===== src/rtl/uart_pkg.sv =====
// Shared types and helpers for the UART receive path.
package uart_pkg;

    typedef enum logic [2:0] {
        StIdle,
        StStart,
        StData,
        StParity,
        StStop,
        StBreak
    } rx_state_e;

    localparam int unsigned PAR_NONE = 0;
    localparam int unsigned PAR_ODD  = 1;
    localparam int unsigned PAR_EVEN = 2;

    typedef struct packed {
        logic       frame_err;
        logic       parity_err;
        logic [7:0] data;
    } uart_rx_entry_t;

    localparam int unsigned ENTRY_W = $bits(uart_rx_entry_t);

    function automatic int unsigned calc_tick_div(input int unsigned clk_freq,
                                                  input int unsigned baud_rate);
        return clk_freq / (baud_rate * 16);
    endfunction

endpackage


===== src/rtl/sync_fifo.sv =====
// Single-clock show-ahead FIFO; a push into a full FIFO succeeds only alongside a pop.
module sync_fifo #(
    parameter int unsigned WIDTH = 10,
    parameter int unsigned DEPTH = 16
) (
    input  logic                     clk,
    input  logic                     rst_n,
    input  logic                     push,
    input  logic [WIDTH-1:0]         wdata,
    input  logic                     pop,
    output logic [WIDTH-1:0]         rdata,
    output logic                     full,
    output logic                     empty,
    output logic [$clog2(DEPTH):0]   count
);

    localparam int unsigned AW = $clog2(DEPTH);
    localparam int unsigned CW = AW + 1;

    logic [WIDTH-1:0] mem_q [DEPTH];
    logic [AW-1:0]    wptr_q, wptr_d;
    logic [AW-1:0]    rptr_q, rptr_d;
    logic [CW-1:0]    count_q, count_d;
    logic             do_push, do_pop;

    assign full    = (count_q == CW'(DEPTH));
    assign empty   = (count_q == '0);
    assign do_pop  = pop & ~empty;
    assign do_push = push & (~full | do_pop);

    always_comb begin
        wptr_d  = wptr_q;
        rptr_d  = rptr_q;
        count_d = count_q;
        if (do_push) begin
            wptr_d = wptr_q + AW'(1);
        end
        if (do_pop) begin
            rptr_d = rptr_q + AW'(1);
        end
        unique case ({do_push, do_pop})
            2'b10:   count_d = count_q + CW'(1);
            2'b01:   count_d = count_q - CW'(1);
            default: count_d = count_q;
        endcase
    end

    always_ff @(posedge clk or negedge rst_n) begin
        if (!rst_n) begin
            wptr_q  <= '0;
            rptr_q  <= '0;
            count_q <= '0;
        end else begin
            wptr_q  <= wptr_d;
            rptr_q  <= rptr_d;
            count_q <= count_d;
        end
    end

    // Storage needs no reset: the head is only meaningful while count is non-zero.
    always_ff @(posedge clk) begin
        if (do_push) begin
            mem_q[wptr_q] <= wdata;
        end
    end

    assign rdata = mem_q[rptr_q];
    assign count = count_q;

endmodule


===== src/rtl/uart_rx_v2.sv =====
// UART receiver: 16x oversampling, 2-of-3 majority sampling, optional parity, receive FIFO.
module uart_rx_v2
    import uart_pkg::*;
#(
    parameter int unsigned CLK_FREQ   = 100_000_000,
    parameter int unsigned BAUD_RATE  = 115_200,
    parameter int unsigned DATA_BITS  = 8,
    parameter int unsigned PARITY     = 0,
    parameter int unsigned STOP_BITS  = 1,
    parameter int unsigned FIFO_DEPTH = 16
) (
    input  logic                          clk,
    input  logic                          rst_n,
    input  logic                          rx,
    input  logic                          rx_en,
    output logic                          rx_valid,
    input  logic                          rx_ready,
    output logic [7:0]                    rx_data,
    output logic                          rx_parity_err,
    output logic                          rx_frame_err,
    output logic                          rx_overrun,
    input  logic                          overrun_clr,
    output logic [$clog2(FIFO_DEPTH):0]   fifo_count
);

    localparam int unsigned TICK_DIV = calc_tick_div(CLK_FREQ, BAUD_RATE);
    localparam int unsigned DIV_W    = (TICK_DIV > 2) ? $clog2(TICK_DIV) : 1;

    if (TICK_DIV < 2) begin : g_bad_tick_div
        $error("uart_rx_v2: CLK_FREQ/(BAUD_RATE*16) must be at least 2");
    end
    if (DATA_BITS < 5 || DATA_BITS > 8) begin : g_bad_data_bits
        $error("uart_rx_v2: DATA_BITS must be 5..8");
    end
    if (STOP_BITS < 1 || STOP_BITS > 2) begin : g_bad_stop_bits
        $error("uart_rx_v2: STOP_BITS must be 1 or 2");
    end
    if (PARITY > 2) begin : g_bad_parity
        $error("uart_rx_v2: PARITY must be 0, 1 or 2");
    end
    if (FIFO_DEPTH < 2 || (FIFO_DEPTH & (FIFO_DEPTH - 1)) != 0) begin : g_bad_depth
        $error("uart_rx_v2: FIFO_DEPTH must be a power of two, at least 2");
    end

    logic             sync1_q, sync2_q, rx_prev_q;
    logic             rx_s;
    logic [DIV_W-1:0] div_q, div_d;
    logic             tick, mid_tick, end_tick;
    rx_state_e        state_q, state_d;
    logic [3:0]       tick_idx_q, tick_idx_d;
    logic [2:0]       bit_idx_q, bit_idx_d;
    logic             stop_idx_q, stop_idx_d;
    logic [1:0]       samp_q, samp_d;
    logic [7:0]       data_q, data_d;
    logic             par_err_q, par_err_d;
    logic             frame_err_q, frame_err_d;
    logic             overrun_q, overrun_d;
    logic             maj, exp_par;
    logic             start_det, push;

    uart_rx_entry_t   push_entry, head;
    logic [ENTRY_W-1:0] fifo_rdata;
    logic             fifo_full, fifo_empty;

    assign rx_s = sync2_q;

    always_ff @(posedge clk or negedge rst_n) begin
        if (!rst_n) begin
            sync1_q   <= 1'b1;
            sync2_q   <= 1'b1;
            rx_prev_q <= 1'b1;
        end else begin
            sync1_q   <= rx;
            sync2_q   <= sync1_q;
            rx_prev_q <= sync2_q;
        end
    end

    // Restarting on the start edge aligns tick phase to the falling edge.
    assign tick = (div_q == DIV_W'(TICK_DIV - 1));

    always_comb begin
        div_d = div_q + DIV_W'(1);
        if (start_det || tick) begin
            div_d = '0;
        end
    end

    assign mid_tick = tick && (tick_idx_q == 4'd9);
    assign end_tick = tick && (tick_idx_q == 4'd15);
    assign maj      = (samp_q[0] & samp_q[1]) | (samp_q[0] & rx_s) | (samp_q[1] & rx_s);
    assign exp_par  = (PARITY == PAR_ODD) ? ~(^data_q) : (^data_q);

    always_comb begin
        state_d     = state_q;
        tick_idx_d  = tick_idx_q;
        bit_idx_d   = bit_idx_q;
        stop_idx_d  = stop_idx_q;
        samp_d      = samp_q;
        data_d      = data_q;
        par_err_d   = par_err_q;
        frame_err_d = frame_err_q;
        start_det   = 1'b0;
        push        = 1'b0;

        if (tick && state_q != StIdle && state_q != StBreak) begin
            tick_idx_d = tick_idx_q + 4'd1;
            if (tick_idx_q == 4'd7) samp_d[0] = rx_s;
            if (tick_idx_q == 4'd8) samp_d[1] = rx_s;
        end

        unique case (state_q)
            StIdle: begin
                if (rx_en && rx_prev_q && !rx_s) begin
                    start_det   = 1'b1;
                    state_d     = StStart;
                    tick_idx_d  = '0;
                    bit_idx_d   = '0;
                    stop_idx_d  = 1'b0;
                    data_d      = '0;
                    par_err_d   = 1'b0;
                    frame_err_d = 1'b0;
                end
            end
            StStart: begin
                if (mid_tick && maj) begin
                    state_d = StIdle;
                end else if (end_tick) begin
                    state_d = StData;
                end
            end
            StData: begin
                if (mid_tick) begin
                    data_d[bit_idx_q] = maj;
                end
                if (end_tick) begin
                    if (bit_idx_q == 3'(DATA_BITS - 1)) begin
                        state_d = (PARITY != PAR_NONE) ? StParity : StStop;
                    end else begin
                        bit_idx_d = bit_idx_q + 3'd1;
                    end
                end
            end
            StParity: begin
                if (mid_tick) begin
                    par_err_d = (maj != exp_par);
                end
                if (end_tick) begin
                    state_d = StStop;
                end
            end
            StStop: begin
                if (mid_tick) begin
                    frame_err_d = frame_err_q | ~maj;
                    // Leave at the mid-point of the last stop bit to absorb clock skew.
                    if (stop_idx_q == 1'(STOP_BITS - 1)) begin
                        push    = 1'b1;
                        state_d = (frame_err_q | ~maj) ? StBreak : StIdle;
                    end
                end else if (end_tick) begin
                    stop_idx_d = 1'b1;
                end
            end
            StBreak: begin
                if (rx_s) begin
                    state_d = StIdle;
                end
            end
            default: state_d = StIdle;
        endcase

        if (!rx_en) begin
            state_d = StIdle;
            push    = 1'b0;
        end
    end

    always_ff @(posedge clk or negedge rst_n) begin
        if (!rst_n) begin
            div_q       <= '0;
            state_q     <= StIdle;
            tick_idx_q  <= '0;
            bit_idx_q   <= '0;
            stop_idx_q  <= 1'b0;
            samp_q      <= 2'b11;
            data_q      <= '0;
            par_err_q   <= 1'b0;
            frame_err_q <= 1'b0;
            overrun_q   <= 1'b0;
        end else begin
            div_q       <= div_d;
            state_q     <= state_d;
            tick_idx_q  <= tick_idx_d;
            bit_idx_q   <= bit_idx_d;
            stop_idx_q  <= stop_idx_d;
            samp_q      <= samp_d;
            data_q      <= data_d;
            par_err_q   <= par_err_d;
            frame_err_q <= frame_err_d;
            overrun_q   <= overrun_d;
        end
    end

    assign push_entry.frame_err  = frame_err_q | ~maj;
    assign push_entry.parity_err = par_err_q;
    assign push_entry.data       = data_q;

    // Set wins over clear; a push that coincides with a pop is never an overrun.
    always_comb begin
        overrun_d = overrun_q;
        if (overrun_clr) begin
            overrun_d = 1'b0;
        end
        if (push && fifo_full && !(rx_valid && rx_ready)) begin
            overrun_d = 1'b1;
        end
    end

    sync_fifo #(
        .WIDTH (ENTRY_W),
        .DEPTH (FIFO_DEPTH)
    ) u_fifo (
        .clk   (clk),
        .rst_n (rst_n),
        .push  (push),
        .wdata (push_entry),
        .pop   (rx_ready),
        .rdata (fifo_rdata),
        .full  (fifo_full),
        .empty (fifo_empty),
        .count (fifo_count)
    );

    assign head          = fifo_rdata;
    assign rx_valid      = ~fifo_empty;
    assign rx_data       = rx_valid ? head.data : 8'h00;
    assign rx_parity_err = rx_valid & head.parity_err;
    assign rx_frame_err  = rx_valid & head.frame_err;
    assign rx_overrun    = overrun_q;

endmodule


===== config.mk =====
export PLATFORM = sky130hd
export DESIGN_NAME = uart_rx_v2
export DESIGN_NICKNAME = d
export VERILOG_FILES = /design/src/rtl/uart_pkg.sv /design/src/rtl/sync_fifo.sv /design/src/rtl/uart_rx_v2.sv
export SDC_FILE = /design/constraint.sdc
export NUM_CORES = 1
export LEC_CHECK = 0
export CORE_UTILIZATION = 55
export CTS_BUF_LIST = sky130_fd_sc_hd__clkbuf_4 sky130_fd_sc_hd__clkbuf_8
export DETAILED_ROUTE_END_ITERATION = 10
export GPL_TIMING_DRIVEN = 0
export PLACE_DENSITY = 0.83
export SETUP_SLACK_MARGIN = 0.2
export SYNTH_ARGS = -nofsm -noshare
export SYNTH_HDL_FRONTEND = slang
export SYNTH_SLANG_ARGS = --single-unit

===== constraint.sdc =====
create_clock -name clk -period 5.2 [get_ports clk]
set_clock_uncertainty 0.2 [all_clocks]
set_input_delay 0.52 -clock clk [delete_from_list [all_inputs] [get_ports clk]]
set_output_delay 0.52 -clock clk [all_outputs]
set_load 0.03 [all_outputs]

==> run_results.csv <==
group,metric,value,unit
run_status,outcome,"completed",
synth,synth_seq_cells,206,
place,postPlaceCellArea,0.00927,mm²
die,core_area,0.0153,mm²
sta,setup_slack,1.01,ns
die,initial_core_util,56.9,%
route,first_pass_iters,6,
clock_network,cts_setup_buffers,0,
global_route,grt_util_met1,28.5,%
finish,fill_cells,1003,
sta,min_period,4.19,ns
global_route,use_met2,38.7,%
setup_path,cpMaxStageDelayCell,"clkdlybuf4s50_1",
clock_network,clockBufferDepth,3,
finish,syn_to_final_growth,13.3,%
setup_path,cp.required,4.48,ns
die,placementRows,45,
place,pre_cts_slack,1.48,ns
sta,fmax,238,MHz
synth,syn-cell-area,0.00872,mm²
sta,setup_viol,0,
setup_path,critPathMaxStageDelay,0.62,ns
global_route,grtUsageTotal,22.3,%
clock_network,clk_pin_slew_worst_paths,0.06,ns
synth,async_flop_share,22.3,%
power_and_ir_drop,p_leak,3.51,nW
clock_network,clock_latency,0.54,ns
route,vias,4852,
synth,yosysWarnings,0,
power_and_ir_drop,power.density,451,mW/mm²
finish,nets,594,
sta,finalMaxSlewViolations,0,
setup_path,crit_chain,"clkbuf_1, clkbuf_1, mux4_2, mux4_2, nor2b_1, clkdlybuf4s50_1",
setup_path,worstPathMaxFanout,10,
place,place_congestion,0.844,
finish,drive_above_1_share,21.3,%
clock_network,cts-root-buf,"clkbuf_8",
clock_network,cts_tree,"yes",
global_route,met3_usage,4.17,%
hold_path,hp-class,"reg -> reg",
finish,finish.instance_area,0.00988,mm²
global_route,grt_first_pass_wirelength,27200,µm
synth,netlist-cell-type-count,50,
die,ios,23,
route,wl_per_cell,21.4,µm
sta,hold_viol_final,0,
global_route,grt_max_degree,35,
die,design.die.area,0.0164,mm²
place,portBuffers,21,
setup_path,critPathCaptureType,"output port",
synth,syn_avg_cell_area,17.0,µm²
die,die_x,128,µm
route,drt-total-wl,17300,µm
clock_network,cts-resized-gates,0,
sta,maxSlewHeadroom,19.5,%
synth,netlist_instances,512,
synth,synth_nets,534,
die,die_h,128,µm
setup_path,arrival,3.47,ns
power_and_ir_drop,ir_drop,283,µV
power_and_ir_drop,power.total,0.00446,W
route,ant_nets,0,
global_route,grt_overflow,0,
setup_path,worstSetupPathType,"reg -> out",
route,vias_per_cell,6.01,
global_route,grt_pass1_vias,4876,
clock_network,cts_made_buffers,31,
place,place.detailed.hpwl,11500,µm
synth,ys.flop_type,"edfxtp_1",
sta,fin_tns_setup,0,ns
flow_run,cap_violations,0,
sta,worst_pin_slew,1.20,ns
global_route,antenna_found_initial,0,
clock_network,cts_sinks,206,
synth,ys_seq_area_share,68.4,%
route,drcViolationCount,0,
sta,finalCritPeriodShare,80.7,%
sta,rsz0062_at_grt,"no",
clock_network,htree_num_levels,1,
synth,synth-edff-count,160,
setup_path,crit_path_start_kind,"flip-flop",
route,drtIter0Drc,510,
finish,antenna_cells,0,
global_route,top_usage_layer,"met2",
==> logic make-up (layout without fill, tap and decap cells) <==
kind of cell             Yosys count  count (layout)  synth area share, %
flip-flops                       206             206                 68.4
AND/OR/NAND/NOR                  116             116                 7.07
multiplexers                      56              56                 13.7
AO/OA/AOI/OAI                     54              54                 3.99
buffers and inverters             36             120                 1.76
XOR/XNOR                          27              27                 2.71
adder cells (fa/ha/maj)           17              17                 2.41
==> through the flow <==
| step | std cells | util, % | hold slack [ns] |
|---|---|---|---|
| 5_1_grt | 807 | 64.5 | 0.167 |
| 2_1_floorplan | 512 | - | 0.0244 |
| 6_report | 807 | 64.5 | 0.163 |
| 3_3_place_gp | 744 | 60.0 | 0.149 |
| 4_1_cts | 807 | 64.5 | 0.157 |
| 3_5_place_dp | 749 | 60.6 | 0.154 |
==> worst paths after layout <==
kind                            slack (ns)              end              from  cells after the start
worst max register to register        1.19  u_fifo.count[4]   u_fifo.count[1]                     14
min in group asynchronous             0.24  u_fifo.count[0]             rst_n                      2
max in group asynchronous             4.00             rx_s             rst_n                      3
worst max-delay path                  1.01     rx_frame_err  u_fifo.rptr_q[1]                      6
worst min-delay path                  0.16             rx_s           sync1_q                      0
worst min register to register        0.16             rx_s           sync1_q                      0
==> power breakdown <==
part           leakage [nW]  total [W]  switching, W  internal [W]
Combinational          1.11    0.00125      0.000668      0.000585
Clock                 0.320    0.00124      0.000594      0.000647
Sequential             2.08    0.00196     0.0000927       0.00187
==> cells in the mapped netlist, types with 4 or more instances <==
library cell	instances	area share (%)
inv_1	11	0.47
edfxtp_1	160	55
nor2_1	28	1.2
buf_4	4	0.34
nor2b_1	17	1.2
mux4_2	50	13
a22o_1	4	0.40
dfrtp_1	41	12
a21oi_1	8	0.46
xnor2_1	15	1.5
clkbuf_1	16	0.69
nand2b_1	8	0.57
and3_1	4	0.29
nand2_1	23	0.99
xor2_1	12	1.2
dfstp_2	5	1.5
ha_1	16	2.3
mux2_2	4	0.52
o21ai_0	20	1.1
nand4_1	4	0.29
nor3_1	6	0.34
nand3_1	13	0.75
==> flip-flops by register name, indices dropped and copies added (netlist names), 2 cells and up <==
register / flops
u_fifo.count: 5
u_fifo.rptr_q: 4
tick_idx_q: 4
bit_idx_q: 3
state_q: 3
u_fifo.mem_q: 160
u_fifo.wptr_q: 4
samp_q: 2
data_q: 8
div_q: 6
==> placed cells by master (no fill, tap or decap), types with 5 or more instances in the layout <==
cell / count
ha_1: 16
nand2_1: 23
clkbuf_1: 16
nor2_1: 28
xor2_1: 12
dfrtp_1: 41
nand2b_1: 8
nor2b_1: 17
clkinv_2: 8
a21oi_1: 8
xnor2_1: 15
dfstp_2: 5
clkinv_1: 9
clkbuf_8: 35
mux4_2: 50
clkdlybuf4s50_1: 20
edfxtp_1: 160
nand3_1: 13
inv_1: 11
o21ai_0: 20
==> repair_timing <==
item | in CTS | in global routing
hold buffers | 1 | 0
setup endpoints to repair | 0 | 0
endpoints found under the hold margin | 35 | 0
==> final cells by class <==
| cell class | instances | area, µm² | share of cell area (%) |
|---|---|---|---|
| clock inverters | 18 | 82.6 | 0.836 |
| inverters | 11 | 41.3 | 0.418 |
| clock buffers | 39 | 512 | 5.18 |
| flip-flops and latches | 206 | 5960 | 60.4 |
| repair buffers | 27 | 280 | 2.84 |
| multi-input cells | 270 | 2620 | 26.6 |
| well taps | 211 | 264 | 2.67 |
| plain buffers | 25 | 113 | 1.14 |
==> metal layers <==
layer	part of all wire, %	up-vias
met5	0	-
met4	2.4	0
met3	6.6	34
met2	52	204
met1	39	2500
li1	-	2114
==> critical path, delay by kind of cell, from the launching register on <==
kind                   cells  cell delay (ns)
buffers and inverters      3             1.51
flip-flops                 1             0.34
multiplexers               2             0.92
AND/OR/NAND/NOR            1             0.16
Power figures use the tool's default switching activity.
